## src/rtl/cpu6502_pkg.sv

```systemverilog
// Shared types and constants for the cpu6502_core_lite slice.
// CPU6502_ZPG_EN adds the zero-page states and opcodes.
package cpu6502_pkg;

    typedef enum logic [3:0] {
        ST_RST0, ST_RST1, ST_FETCH, ST_IMM,
`ifdef CPU6502_ZPG_EN
        ST_ZPA, ST_ZPR, ST_ZPW,
`endif
        ST_IMPL, ST_JLO, ST_JHI, ST_HALT
    } state_t;

    typedef enum logic [1:0] {ALU_PASS, ALU_INC, ALU_DEC} alu_op_t;
    typedef enum logic [1:0] {DST_NONE, DST_A, DST_X, DST_Y} dst_t;

    localparam logic [7:0] OP_LDA_IMM = 8'hA9, OP_LDX_IMM = 8'hA2, OP_LDY_IMM = 8'hA0;
    localparam logic [7:0] OP_LDA_ZP  = 8'hA5, OP_LDX_ZP  = 8'hA6, OP_LDY_ZP  = 8'hA4;
    localparam logic [7:0] OP_STA_ZP  = 8'h85, OP_STX_ZP  = 8'h86, OP_STY_ZP  = 8'h84;
    localparam logic [7:0] OP_TAX = 8'hAA, OP_TXA = 8'h8A, OP_INX = 8'hE8, OP_INY = 8'hC8;
    localparam logic [7:0] OP_DEX = 8'hCA, OP_DEY = 8'h88, OP_NOP = 8'hEA, OP_JMP = 8'h4C;

    localparam int FLAG_N = 1;
    localparam int FLAG_Z = 0;

    function automatic state_t decode(input logic [7:0] op);
        case (op)
            OP_LDA_IMM, OP_LDX_IMM, OP_LDY_IMM: return ST_IMM;
`ifdef CPU6502_ZPG_EN
            OP_LDA_ZP, OP_LDX_ZP, OP_LDY_ZP,
            OP_STA_ZP, OP_STX_ZP, OP_STY_ZP:    return ST_ZPA;
`endif
            OP_TAX, OP_TXA, OP_INX, OP_INY,
            OP_DEX, OP_DEY, OP_NOP:             return ST_IMPL;
            OP_JMP:                             return ST_JLO;
            default:                            return ST_HALT;
        endcase
    endfunction

endpackage

```

## src/rtl/cpu6502_core_lite_if.sv

```systemverilog
// System bus between the core (master) and the flat 64 KiB memory (slave).
interface cpu6502_core_lite_if;
    logic [15:0] ab;
    logic [7:0]  di;
    logic [7:0]  dout;
    logic        we;
    logic        rdy;

    modport master (output ab, dout, we, input di, rdy);
    modport slave  (input ab, dout, we, output di, rdy);
endinterface

```

## src/rtl/cpu6502_alu.sv

```systemverilog
// Combinational pass/increment/decrement unit with N/Z outputs.
module cpu6502_alu
    import cpu6502_pkg::*;
(
    input  logic [7:0] operand,
    input  alu_op_t    op,
    output logic [7:0] result,
    output logic       n,
    output logic       z
);
    always_comb begin
        result = operand;
        case (op)
            ALU_INC: result = operand + 8'd1;
            ALU_DEC: result = operand - 8'd1;
            default: result = operand;
        endcase
    end

    assign n = result[7];
    assign z = (result == 8'h00);
endmodule

```

## src/rtl/cpu6502_core_lite.sv

```systemverilog
// Multi-cycle 6502 subset core: reset vector, loads/stores, transfers, inc/dec, JMP.
// CPU6502_ZPG_EN enables zero-page load/store; without it those opcodes halt.
module cpu6502_core_lite
    import cpu6502_pkg::*;
#(
    parameter logic [15:0] RESET_VECTOR = 16'hFFFC
) (
    input  logic                        clk,
    input  logic                        reset,
    cpu6502_core_lite_if.master         bus,
    output logic                        sync,
    output logic                        halt,
    output logic [7:0]                  a_q,
    output logic [7:0]                  x_q,
    output logic [7:0]                  y_q,
    output logic [1:0]                  flags_q
);
    state_t      state;
    logic [15:0] pc;
    logic [7:0]  ir, lo, a, x, y;
    logic [1:0]  flags;
`ifdef CPU6502_ZPG_EN
    logic [7:0]  zp;
`endif

    logic [7:0] alu_in, alu_res;
    alu_op_t    alu_op;
    logic       alu_n, alu_z;
    dst_t       dst;
    logic       advance;

    // Writes never stall, so a held rdy only freezes read cycles.
    assign advance = bus.rdy | bus.we;

    always_comb begin
        bus.ab   = pc;
        bus.we   = 1'b0;
        bus.dout = 8'h00;
        sync     = 1'b0;
        halt     = 1'b0;
        case (state)
            ST_RST0:  bus.ab = RESET_VECTOR;
            ST_RST1:  bus.ab = RESET_VECTOR + 16'd1;
            ST_FETCH: sync   = 1'b1;
`ifdef CPU6502_ZPG_EN
            ST_ZPR:   bus.ab = {8'h00, zp};
            ST_ZPW: begin
                bus.ab = {8'h00, zp};
                bus.we = 1'b1;
                case (ir)
                    OP_STX_ZP: bus.dout = x;
                    OP_STY_ZP: bus.dout = y;
                    default:   bus.dout = a;
                endcase
            end
`endif
            ST_HALT:  halt = 1'b1;
            default:  ;
        endcase
    end

    // Loads pass di through; implied ops pick their source register from ir.
    always_comb begin
        alu_in = bus.di;
        alu_op = ALU_PASS;
        if (state == ST_IMPL) begin
            case (ir)
                OP_TXA:  alu_in = x;
                OP_INX:  begin alu_in = x; alu_op = ALU_INC; end
                OP_DEX:  begin alu_in = x; alu_op = ALU_DEC; end
                OP_INY:  begin alu_in = y; alu_op = ALU_INC; end
                OP_DEY:  begin alu_in = y; alu_op = ALU_DEC; end
                default: alu_in = a;
            endcase
        end
        case (ir)
            OP_LDA_IMM, OP_LDA_ZP, OP_TXA:                  dst = DST_A;
            OP_LDX_IMM, OP_LDX_ZP, OP_TAX, OP_INX, OP_DEX:  dst = DST_X;
            OP_LDY_IMM, OP_LDY_ZP, OP_INY, OP_DEY:          dst = DST_Y;
            default:                                        dst = DST_NONE;
        endcase
    end

    cpu6502_alu u_alu (
        .operand (alu_in),
        .op      (alu_op),
        .result  (alu_res),
        .n       (alu_n),
        .z       (alu_z)
    );

    always_ff @(posedge clk or posedge reset) begin
        if (reset) begin
            state <= ST_RST0;
            pc    <= 16'h0000;
            ir    <= 8'h00;
            lo    <= 8'h00;
            a     <= 8'h00;
            x     <= 8'h00;
            y     <= 8'h00;
            flags <= 2'b00;
`ifdef CPU6502_ZPG_EN
            zp    <= 8'h00;
`endif
        end else if (advance) begin
            // IMM, ZPR and IMPL all retire through the ALU into dst.
            if (state == ST_IMM || state == ST_IMPL
`ifdef CPU6502_ZPG_EN
                || state == ST_ZPR
`endif
               ) begin
                case (dst)
                    DST_A:   a <= alu_res;
                    DST_X:   x <= alu_res;
                    DST_Y:   y <= alu_res;
                    default: ;
                endcase
                if (dst != DST_NONE) begin
                    flags[FLAG_N] <= alu_n;
                    flags[FLAG_Z] <= alu_z;
                end
            end
            case (state)
                ST_RST0: begin lo <= bus.di; state <= ST_RST1; end
                ST_RST1: begin pc <= {bus.di, lo}; state <= ST_FETCH; end
                ST_FETCH: begin
                    ir    <= bus.di;
                    pc    <= pc + 16'd1;
                    state <= decode(bus.di);
                end
                ST_IMM:  begin pc <= pc + 16'd1; state <= ST_FETCH; end
`ifdef CPU6502_ZPG_EN
                ST_ZPA: begin
                    zp    <= bus.di;
                    pc    <= pc + 16'd1;
                    state <= (ir == OP_STA_ZP || ir == OP_STX_ZP || ir == OP_STY_ZP)
                             ? ST_ZPW : ST_ZPR;
                end
                ST_ZPR:  state <= ST_FETCH;
                ST_ZPW:  state <= ST_FETCH;
`endif
                ST_IMPL: state <= ST_FETCH;
                ST_JLO:  begin lo <= bus.di; pc <= pc + 16'd1; state <= ST_JHI; end
                ST_JHI:  begin pc <= {bus.di, lo}; state <= ST_FETCH; end
                default: state <= ST_HALT;
            endcase
        end
    end

    assign a_q     = a;
    assign x_q     = x;
    assign y_q     = y;
    assign flags_q = flags;
endmodule
```

## src/flat_wrapper.sv

```systemverilog
// flat-port wrapper written by rule: the top's interface ports become plain ports
module cpu6502_core_lite_flat import cpu6502_pkg::*;
#(
    parameter logic [15:0] RESET_VECTOR = 16'hFFFC
)
  (clk, reset, sync, halt, a_q, x_q, y_q, flags_q, bus_ab, bus_dout, bus_we, bus_di, bus_rdy);
  cpu6502_core_lite_if bus_i ();
  input  logic clk;
  input  logic reset;
  output logic sync;
  output logic halt;
  output logic [7:0] a_q;
  output logic [7:0] x_q;
  output logic [7:0] y_q;
  output logic [1:0] flags_q;
  output wire logic [$bits(bus_i.ab)-1:0] bus_ab;
  output wire logic [$bits(bus_i.dout)-1:0] bus_dout;
  output wire logic [$bits(bus_i.we)-1:0] bus_we;
  input wire logic [$bits(bus_i.di)-1:0] bus_di;
  input wire logic [$bits(bus_i.rdy)-1:0] bus_rdy;
  assign bus_ab = bus_i.ab;
  assign bus_dout = bus_i.dout;
  assign bus_we = bus_i.we;
  assign bus_i.di = bus_di;
  assign bus_i.rdy = bus_rdy;
  cpu6502_core_lite #(.RESET_VECTOR(RESET_VECTOR)) u_core (.clk(clk), .reset(reset), .bus(bus_i), .sync(sync), .halt(halt), .a_q(a_q), .x_q(x_q), .y_q(y_q), .flags_q(flags_q));
endmodule
```

## config.mk

```make
export PLATFORM = sky130hd
export DESIGN_NAME = cpu6502_core_lite_flat
export DESIGN_NICKNAME = d
export VERILOG_FILES = /design/src/rtl/cpu6502_pkg.sv /design/src/rtl/cpu6502_core_lite_if.sv /design/src/rtl/cpu6502_alu.sv /design/src/rtl/cpu6502_core_lite.sv /design/src/flat_wrapper.sv
export SDC_FILE = /design/constraint.sdc
export NUM_CORES = 1
export LEC_CHECK = 0
export BUFFER_PORTS_ARGS = -buffer_cell sky130_fd_sc_hd__buf_4
export CORE_ASPECT_RATIO = 1.4
export CORE_MARGIN = 8
export CORE_UTILIZATION = 54
export DETAILED_ROUTE_END_ITERATION = 10
export HOLD_SLACK_MARGIN = 0.1
export PLACE_DENSITY_LB_ADDON = 0.15
export SLEW_MARGIN = 20
export SYNTH_ARGS = -nofsm -noshare
export SYNTH_HDL_FRONTEND = slang
export SYNTH_SLANG_ARGS = --single-unit
```

## constraint.sdc

```tcl
create_clock -name clk -period 5.9 [get_ports clk]
set_input_delay 0.59 -clock clk [delete_from_list [all_inputs] [get_ports clk]]
set_output_delay 0.59 -clock clk [all_outputs]
set_load 0.02 [all_outputs]
```

==> results.json, run 1 <==
{
  "regToRegSetupSlack_ns": 1.76,
  "fin_skew_ns": 0.00821,
  "ios": 64,
  "r2r_end": "u_core.flags_q[0]$_DFFE_PP0P_",
  "place.gp.congestion": 0.888,
  "antenna_found_initial": 0,
  "synthCells": 423,
  "worst_r2r_startpoint": "u_core.ir[3]$_DFFE_PP0P_",
  "reg2reg_depth": 14,
  "crit_path_end_kind": "flip-flop",
  "synth_area_per_cell_sq_um": 9.18,
  "status": "finished clean",
  "drive_gt1_share_pct": 29.7,
  "route.detailed.drc": 0,
  "vias": 3372,
  "post_cts_resized": 0,
  "grt_max_degree": 62,
  "setup_tns_ns": 0,
  "period_minus_slack_ns": 4.14,
  "diodes": 0,
  "synth_flop_cell": "dfrtp_1",
  "startpoint_type": "flip-flop",
  "cpPeakStageDelay_ns": 0.56,
  "drt_iter0_markers": 163,
  "slew_viol_final": 0,
  "ys_ff_latch": 61,
  "crit_chain": "or3b_4 -> nor2_1 -> nand2_1 -> nor4_1 -> ha_1 -> ha_1 -> a21o_1 -> a21oi_1 -> o21bai_1 -> a21oi_1 -> xor2_1 -> o21ai_0 -> or4_1 -> o32ai_1",
  "hold_path_class": "primary input to asynchronous set/reset pin",
  "maxCapViolCount": 0,
  "path_max_fanout": 9,
  "relSlewSlack_pct": 43.7,
  "p_comb_share_pct": 46.1,
  "postSynth.asyncResetShare_pct": 100,
  "worst_pin_slew_ns": 0.841,
  "powerDensity_nw_per_um2": 457,
  "required_ns": 6.14,
  "period_share_pct": 70.2,
  "die-area_sq_um": 10200,
  "nets": 488,
  "die_w_microns": 87.7,
  "power.switching_uw": 856,
  "drt-vias-per-instance": 5.95,
  "area_growth_pct": 15.6,
  "synth_cell_types": 65,
  "grt_pass1_vias": 3429,
  "clockBufferDepth": 2,
  "clk_pin_slew_worst_paths_ns": 0.07,
  "rsz0062_at_grt": "no",
  "path_class": "flip-flop to flip-flop",
  "wl_microns": 10200,
  "coreArea_sq_um": 6980,
  "dr.pass1.iters": 4,
  "grtUsageTotal_pct": 21.4,
  "hold_viol": 0,
  "register_area_sq_um": 1530,
  "grt_pass1_wl_microns": 16800,
  "synth-edff-count": 0,
  "initial_core_util_pct": 55.6,
  "dp_hpwl_microns": 7550,
  "max_freq_mhz": 241,
  "ctsRootBufferMaster": "clkbuf_8",
  "ys_seq_area_share_pct": 39.3,
  "row_count": 36,
  "port-buffer-count": 54,
  "seq_power_share_pct": 37.4,
  "n_fill_cell": 606,
  "internal_power_mw": 1.19,
  "h-tree-depth": 3,
  "worst_path_max_delay_cell": "or4_1",
  "clock-sinks": 61,
  "cts_tree": "done",
  "yosys_warnings": 0,
  "leakage_nw": 2.07,
  "fin_util_pct": 64.2,
  "cts_setup_buffers": 0,
  "drtAntennaViolNets": 0,
  "cts_hold_buffers": 0,
  "gr-total-overflow": 0,
  "setup_viol": 0,
  "cts_inserted_buffers": 9,
  "multi_input_area_sq_um": 2190,
  "arrival_ns": 4.38,
  "syn-cell-area_sq_um": 3880,
  "ir_drop_mv": 0.249,
  "die_h_microns": 116,
  "drt-wirelength-per-cell_microns": 18.0,
  "p_sw_share_pct": 41.8,
  "clk_latency_ns": 0.35,
  "clockPowerShare_pct": 16.5
}
## area by class of cell
type / instances / area share [%]
multi-input combinational: 327 / 48.8
sequential: 61 / 34.0
timing repair buffer: 57 / 9.54
clock buffer: 14 / 3.85
tap: 95 / 2.65
inverter: 12 / 1.00
clock inverter: 1 / 0.112
## critical path: cells and delay by family, from the launching register on
kind / cells / cell delay (ns)
and+or+nand+nor: 5 / 1.49
AOI/OAI and AO/OA: 6 / 1.13
adders and majority gates: 2 / 0.80
DFF: 1 / 0.45
xor gates and xnor gates: 1 / 0.14
## layer usage
layer / vias to the layer above / track usage (%) / wire length (microns)
met1: 1654 / 22.6 / 4040
met4: 0 / 12.8 / 325
met3: 25 / 4.86 / 513
met2: 101 / 37.7 / 5310
li1: 1592 / - / -
met5: - / 0 / 0
## synth_stat cells (5+ instances only)
cell,number,share of area [%]
clkbuf_1,18,1.7
buf_4,9,1.7
and3_1,7,1.1
o22ai_1,10,1.6
ha_1,8,2.6
or2_2,14,2.3
a221oi_1,6,1.4
nor3_1,6,0.77
dfrtp_1,61,39
a21oi_1,37,4.8
nand2_1,42,4.1
nor2_1,32,3.1
mux2_2,41,12
nand2b_1,7,1.1
o21ai_0,25,3.2
inv_1,12,1.2
and2_1,5,0.81
nor2b_1,6,0.97
nand3_1,11,1.4
## cells by family after synthesis
kind of cell / Yosys count / synth area share, %
buffers and inverters: 43 / 5.22
other: 1 / 0.0966
and+or+nand+nor: 153 / 20.6
muxes: 43 / 12.4
AOI/OAI and AO/OA: 106 / 17.7
DFF: 61 / 39.3
adders and majority gates: 10 / 3.35
xor gates and xnor gates: 6 / 1.35
## power by group through the flow
stage / Combinational (mW) / Clock, mW / Sequential, mW
floorplan: 0.623 / 0 / 0.763
global placement: 0.927 / 0 / 0.759
detailed placement: 0.948 / 0 / 0.768
CTS: 0.951 / 0.349 / 0.762
global route: 1.03 / 0.365 / 0.792
finish: 0.944 / 0.339 / 0.766
## how the worst max path moves through the flow
stage / from / to / slack, ns / depth (start not counted)
after floorplan: u_core.ir[0]$_DFFE_PP0P_ / u_core.flags_q[0]$_DFFE_PP0P_ / 2.20 / 13
after global placement: u_core.ir[0]$_DFFE_PP0P_ / u_core.flags_q[0]$_DFFE_PP0P_ / 1.92 / 14
after detailed placement: u_core.ir[0]$_DFFE_PP0P_ / u_core.flags_q[0]$_DFFE_PP0P_ / 1.76 / 14
after CTS: u_core.ir[0]$_DFFE_PP0P_ / u_core.flags_q[0]$_DFFE_PP0P_ / 1.78 / 14
after global routing: u_core.ir[3]$_DFFE_PP0P_ / u_core.flags_q[0]$_DFFE_PP0P_ / 1.41 / 14
final: u_core.ir[3]$_DFFE_PP0P_ / u_core.flags_q[0]$_DFFE_PP0P_ / 1.76 / 14
## cells in the final DEF, fill, tap and decap left out, drive strengths merged, types with 9 or more instances in the layout
| cell | n |
|---|---|
| a21oi | 38 |
| buf | 57 |
| clkbuf | 14 |
| conb | 9 |
| dfrtp | 61 |
| inv | 12 |
| mux2 | 41 |
| nand2 | 43 |
| nand3 | 11 |
| nor2 | 32 |
| o21ai | 25 |
| o22ai | 10 |
| or2 | 14 |
## metrics by stage
stage                     cells  hold WS, ns  power (mW)  cell area (sq um)  worst slack, ns
after global placement      552        0.459        1.69               4310             1.92
after floorplan             431        0.445        1.39               3910             2.20
after CTS                   567        0.480        2.06               4480             1.78
after detailed placement    552        0.465        1.72               4310             1.76
after global routing        567        0.506        2.19               4490             1.41
final                       567        0.458        2.05               4490             1.76
## flip-flops by register name, indices dropped and copies added, names as in the netlist
register,flops
u_core.x_q,8
u_core.lo,8
u_core.y_q,8
u_core.flags_q,2
u_core.ir,8
u_core.pc,16
u_core.a_q,8
u_core.state,3
(Power assumes the default switching activity.)
==> run 2, diff against run 1 <==
--- a/config.mk
+++ b/config.mk
@@ -5,6 +5,7 @@
 export SDC_FILE = /design/constraint.sdc
 export NUM_CORES = 1
 export LEC_CHECK = 0
+export ABC_AREA = 1
 export BUFFER_PORTS_ARGS = -buffer_cell sky130_fd_sc_hd__buf_4
 export CORE_ASPECT_RATIO = 1.4
 export CORE_MARGIN = 8
==> constraint.sdc (replaced) <==
create_clock -name clk -period 3.96 [get_ports clk]
set_input_delay 0.396 -clock clk [delete_from_list [all_inputs] [get_ports clk]]
set_output_delay 0.396 -clock clk [all_outputs]
set_load 0.02 [all_outputs]
==> results.json, run 2 <==
{
  "drt-wirelength-per-cell_microns": 15.4,
  "reg2reg_depth": 17,
  "nets": 613,
  "clk_pin_slew_worst_paths_ns": 0.07,
  "die_h_microns": 116,
  "path_max_fanout": 18,
  "relSlewSlack_pct": 41.0,
  "syn-cell-area_sq_um": 3860,
  "n_fill_cell": 670,
  "diodes": 0,
  "place.gp.congestion": 0.996,
  "startpoint_type": "flip-flop",
  "yosys.area.top_type": "dfrtp_1",
  "path_class": "flip-flop to flip-flop",
  "cts_inserted_buffers": 9,
  "post_cts_resized": 0,
  "synthTopCellsByArea": "dfrtp_1 (40%), nand2_1 (16%), o21ai_0 (8.3%)",
  "ios": 64,
  "postSynth.asyncResetShare_pct": 100,
  "die-area_sq_um": 10200,
  "area_growth_pct": 17.7,
  "slew_viol_final": 0,
  "grtUsageTotal_pct": 22.3,
  "worst_r2r_startpoint": "u_core.state[0]$_DFFE_PP0P_",
  "clock-sinks": 61,
  "regMostFlops": "u_core.pc",
  "wl_microns": 10600,
  "synthTopCellsByCount": "nand2_1 (161), o21ai_0 (64), inv_1 (63)",
  "rsz0062_at_grt": "no",
  "clk_latency_ns": 0.36,
  "grt_max_degree": 35,
  "h-tree-depth": 3,
  "fin_skew_ns": 0.0124,
  "cts_hold_buffers": 0,
  "maxCapViolCount": 0,
  "drive_gt1_share_pct": 17.2,
  "period_minus_slack_ns": 3.15,
  "layout_common_cells": "nand2_1 (161), o21ai_0 (64), inv_1 (62), dfrtp_1 (61), buf_4 (57)",
  "cts_setup_buffers": 0,
  "route.detailed.drc": 0,
  "max_freq_mhz": 318,
  "status": "finished clean",
  "gr-total-overflow": 0,
  "synthCells": 542,
  "drtAntennaViolNets": 0,
  "synth_area_per_cell_sq_um": 7.13,
  "arrival_ns": 3.45,
  "hold_viol": 0,
  "ys_ff_latch": 61,
  "grt_pass1_vias": 3638,
  "dp_hpwl_microns": 8140,
  "setup_tns_ns": 0,
  "port-buffer-count": 54,
  "regToRegSetupSlack_ns": 0.81,
  "period_share_pct": 79.4,
  "synth_cell_types": 40,
  "yosysMostFrequentCell": "nand2_1",
  "drt-vias-per-instance": 5.39,
  "setup_viol": 0,
  "cts_tree": "done",
  "yosys_warnings": 0,
  "vias": 3737,
  "die_w_microns": 87.5,
  "layout_commonest_cell": "nand2_1",
  "row_count": 36,
  "antenna_found_initial": 0,
  "r2r_end": "u_core.flags_q[0]$_DFFE_PP0P_",
  "worst_pin_slew_ns": 0.879,
  "ir_drop_mv": 0.406,
  "leakage_nw": 2.40,
  "initial_core_util_pct": 55.7,
  "drt_iter0_markers": 257,
  "critPathLaunch": "u_core.state[0]$_DFFE_PP0P_",
  "clockBufferDepth": 2,
  "ctsRootBufferMaster": "clkbuf_8",
  "synth_flop_cell": "dfrtp_1",
  "dr.pass1.iters": 5,
  "powerDensity_nw_per_um2": 775,
  "synth-edff-count": 0,
  "coreArea_sq_um": 6940,
  "grt_pass1_wl_microns": 17600,
  "fin_util_pct": 65.5,
  "hold_path_class": "primary input to asynchronous set/reset pin",
  "required_ns": 4.26,
  "largest_reg_flops": 16,
  "post-synth-top-area-fraction_pct": 39.5,
  "crit_path_end_kind": "flip-flop",
  "ys_seq_area_share_pct": 39.5
}
[run 2: cell count changes in the layout (fill, tap and decap cells not counted), sizes merged, moves of 7 or more]
cell,previous run,this run
o22ai,10,3
and3,7,0
nand2b,7,0
mux2,41,0
inv,12,64
o21ai,25,69
nand3,11,33
nand2,43,171
or2,14,2
[run 2: critical path, cell delays in order (launching register included)]
cell and delay (ns):
dfrtp_1 0.47, nor2_2 0.21, nand2_2 0.24, a21oi_1 0.21
ha_1 0.40, ha_1 0.35, a21oi_1 0.16, nand2_1 0.07
or2_2 0.27, nand2_1 0.06, nand2_1 0.04, nand2_1 0.12
nand3_1 0.14, nor2_1 0.12, nand2_1 0.07, nor2_2 0.07
nand2_1 0.05, nand2_1 0.05
[run 2: final cells by class]
class | instances | area, sq um | area share (%)
tap | 95 | 119 | 2.61
timing repair buffer | 57 | 428 | 9.41
multi-input combinational | 399 | 1980 | 43.6
clock buffer | 13 | 179 | 3.94
clock inverter | 3 | 65.1 | 1.43
sequential | 61 | 1530 | 33.6
inverter | 65 | 246 | 5.42
[run 2: cells by family after synthesis]
group / synth area share (%)
buffers and inverters: 10.1
flip-flops: 39.5
XOR/XNOR: 1.13
adder cells (fa/ha/maj): 3.11
AND/OR/NAND/NOR: 29.1
AO/OA/AOI/OAI: 17.0
other: 0.0971
[run 2: metal layers]
metal  GRT usage [%]  vias to the layer above  routed length (microns)
met1            23.9                     1762                     4320
met5               0                        -                        0
li1                -                     1843                        -
met4            10.0                        0                      307
met2            40.2                      107                     5450
met3            5.11                       25                      561
[run 2: how the worst max path moves through the flow]
stage / slack (ns) / depth (start not counted) / to
floorplan: 1.13 / 20 / u_core.flags_q[0]$_DFFE_PP0P_
global placement: 1.0 / 18 / u_core.flags_q[0]$_DFFE_PP0P_
detailed placement: 0.89 / 17 / u_core.flags_q[0]$_DFFE_PP0P_
CTS: 0.86 / 17 / u_core.flags_q[0]$_DFFE_PP0P_
global route: 0.49 / 25 / u_core.flags_q[0]$_DFFE_PP0P_
finish: 0.81 / 17 / u_core.flags_q[0]$_DFFE_PP0P_
[run 2: per-stage QoR]
stage / hold slack [ns] / instances / setup slack [ns] / power (mW) / instance area, sq um
finish: 0.154 / 693 / 0.815 / 3.52 / 4550
detailed placement: 0.472 / 677 / 0.886 / 2.85 / 4300
CTS: 0.188 / 693 / 0.864 / 3.52 / 4550
global placement: 0.467 / 677 / 0.999 / 2.81 / 4300
floorplan: 0.448 / 550 / 1.13 / 2.23 / 3890
global route: 0.217 / 693 / 0.493 / 3.77 / 4550
[run 2: power by group]
group | internal (mW) | total (mW) | leakage [nW] | switching [mW]
Clock | 0.422 | 0.677 | 0.126 | 0.255
Combinational | 0.632 | 1.70 | 1.52 | 1.07
Sequential | 0.895 | 1.15 | 0.760 | 0.251
Total | 1.95 | 3.52 | 2.40 | 1.57
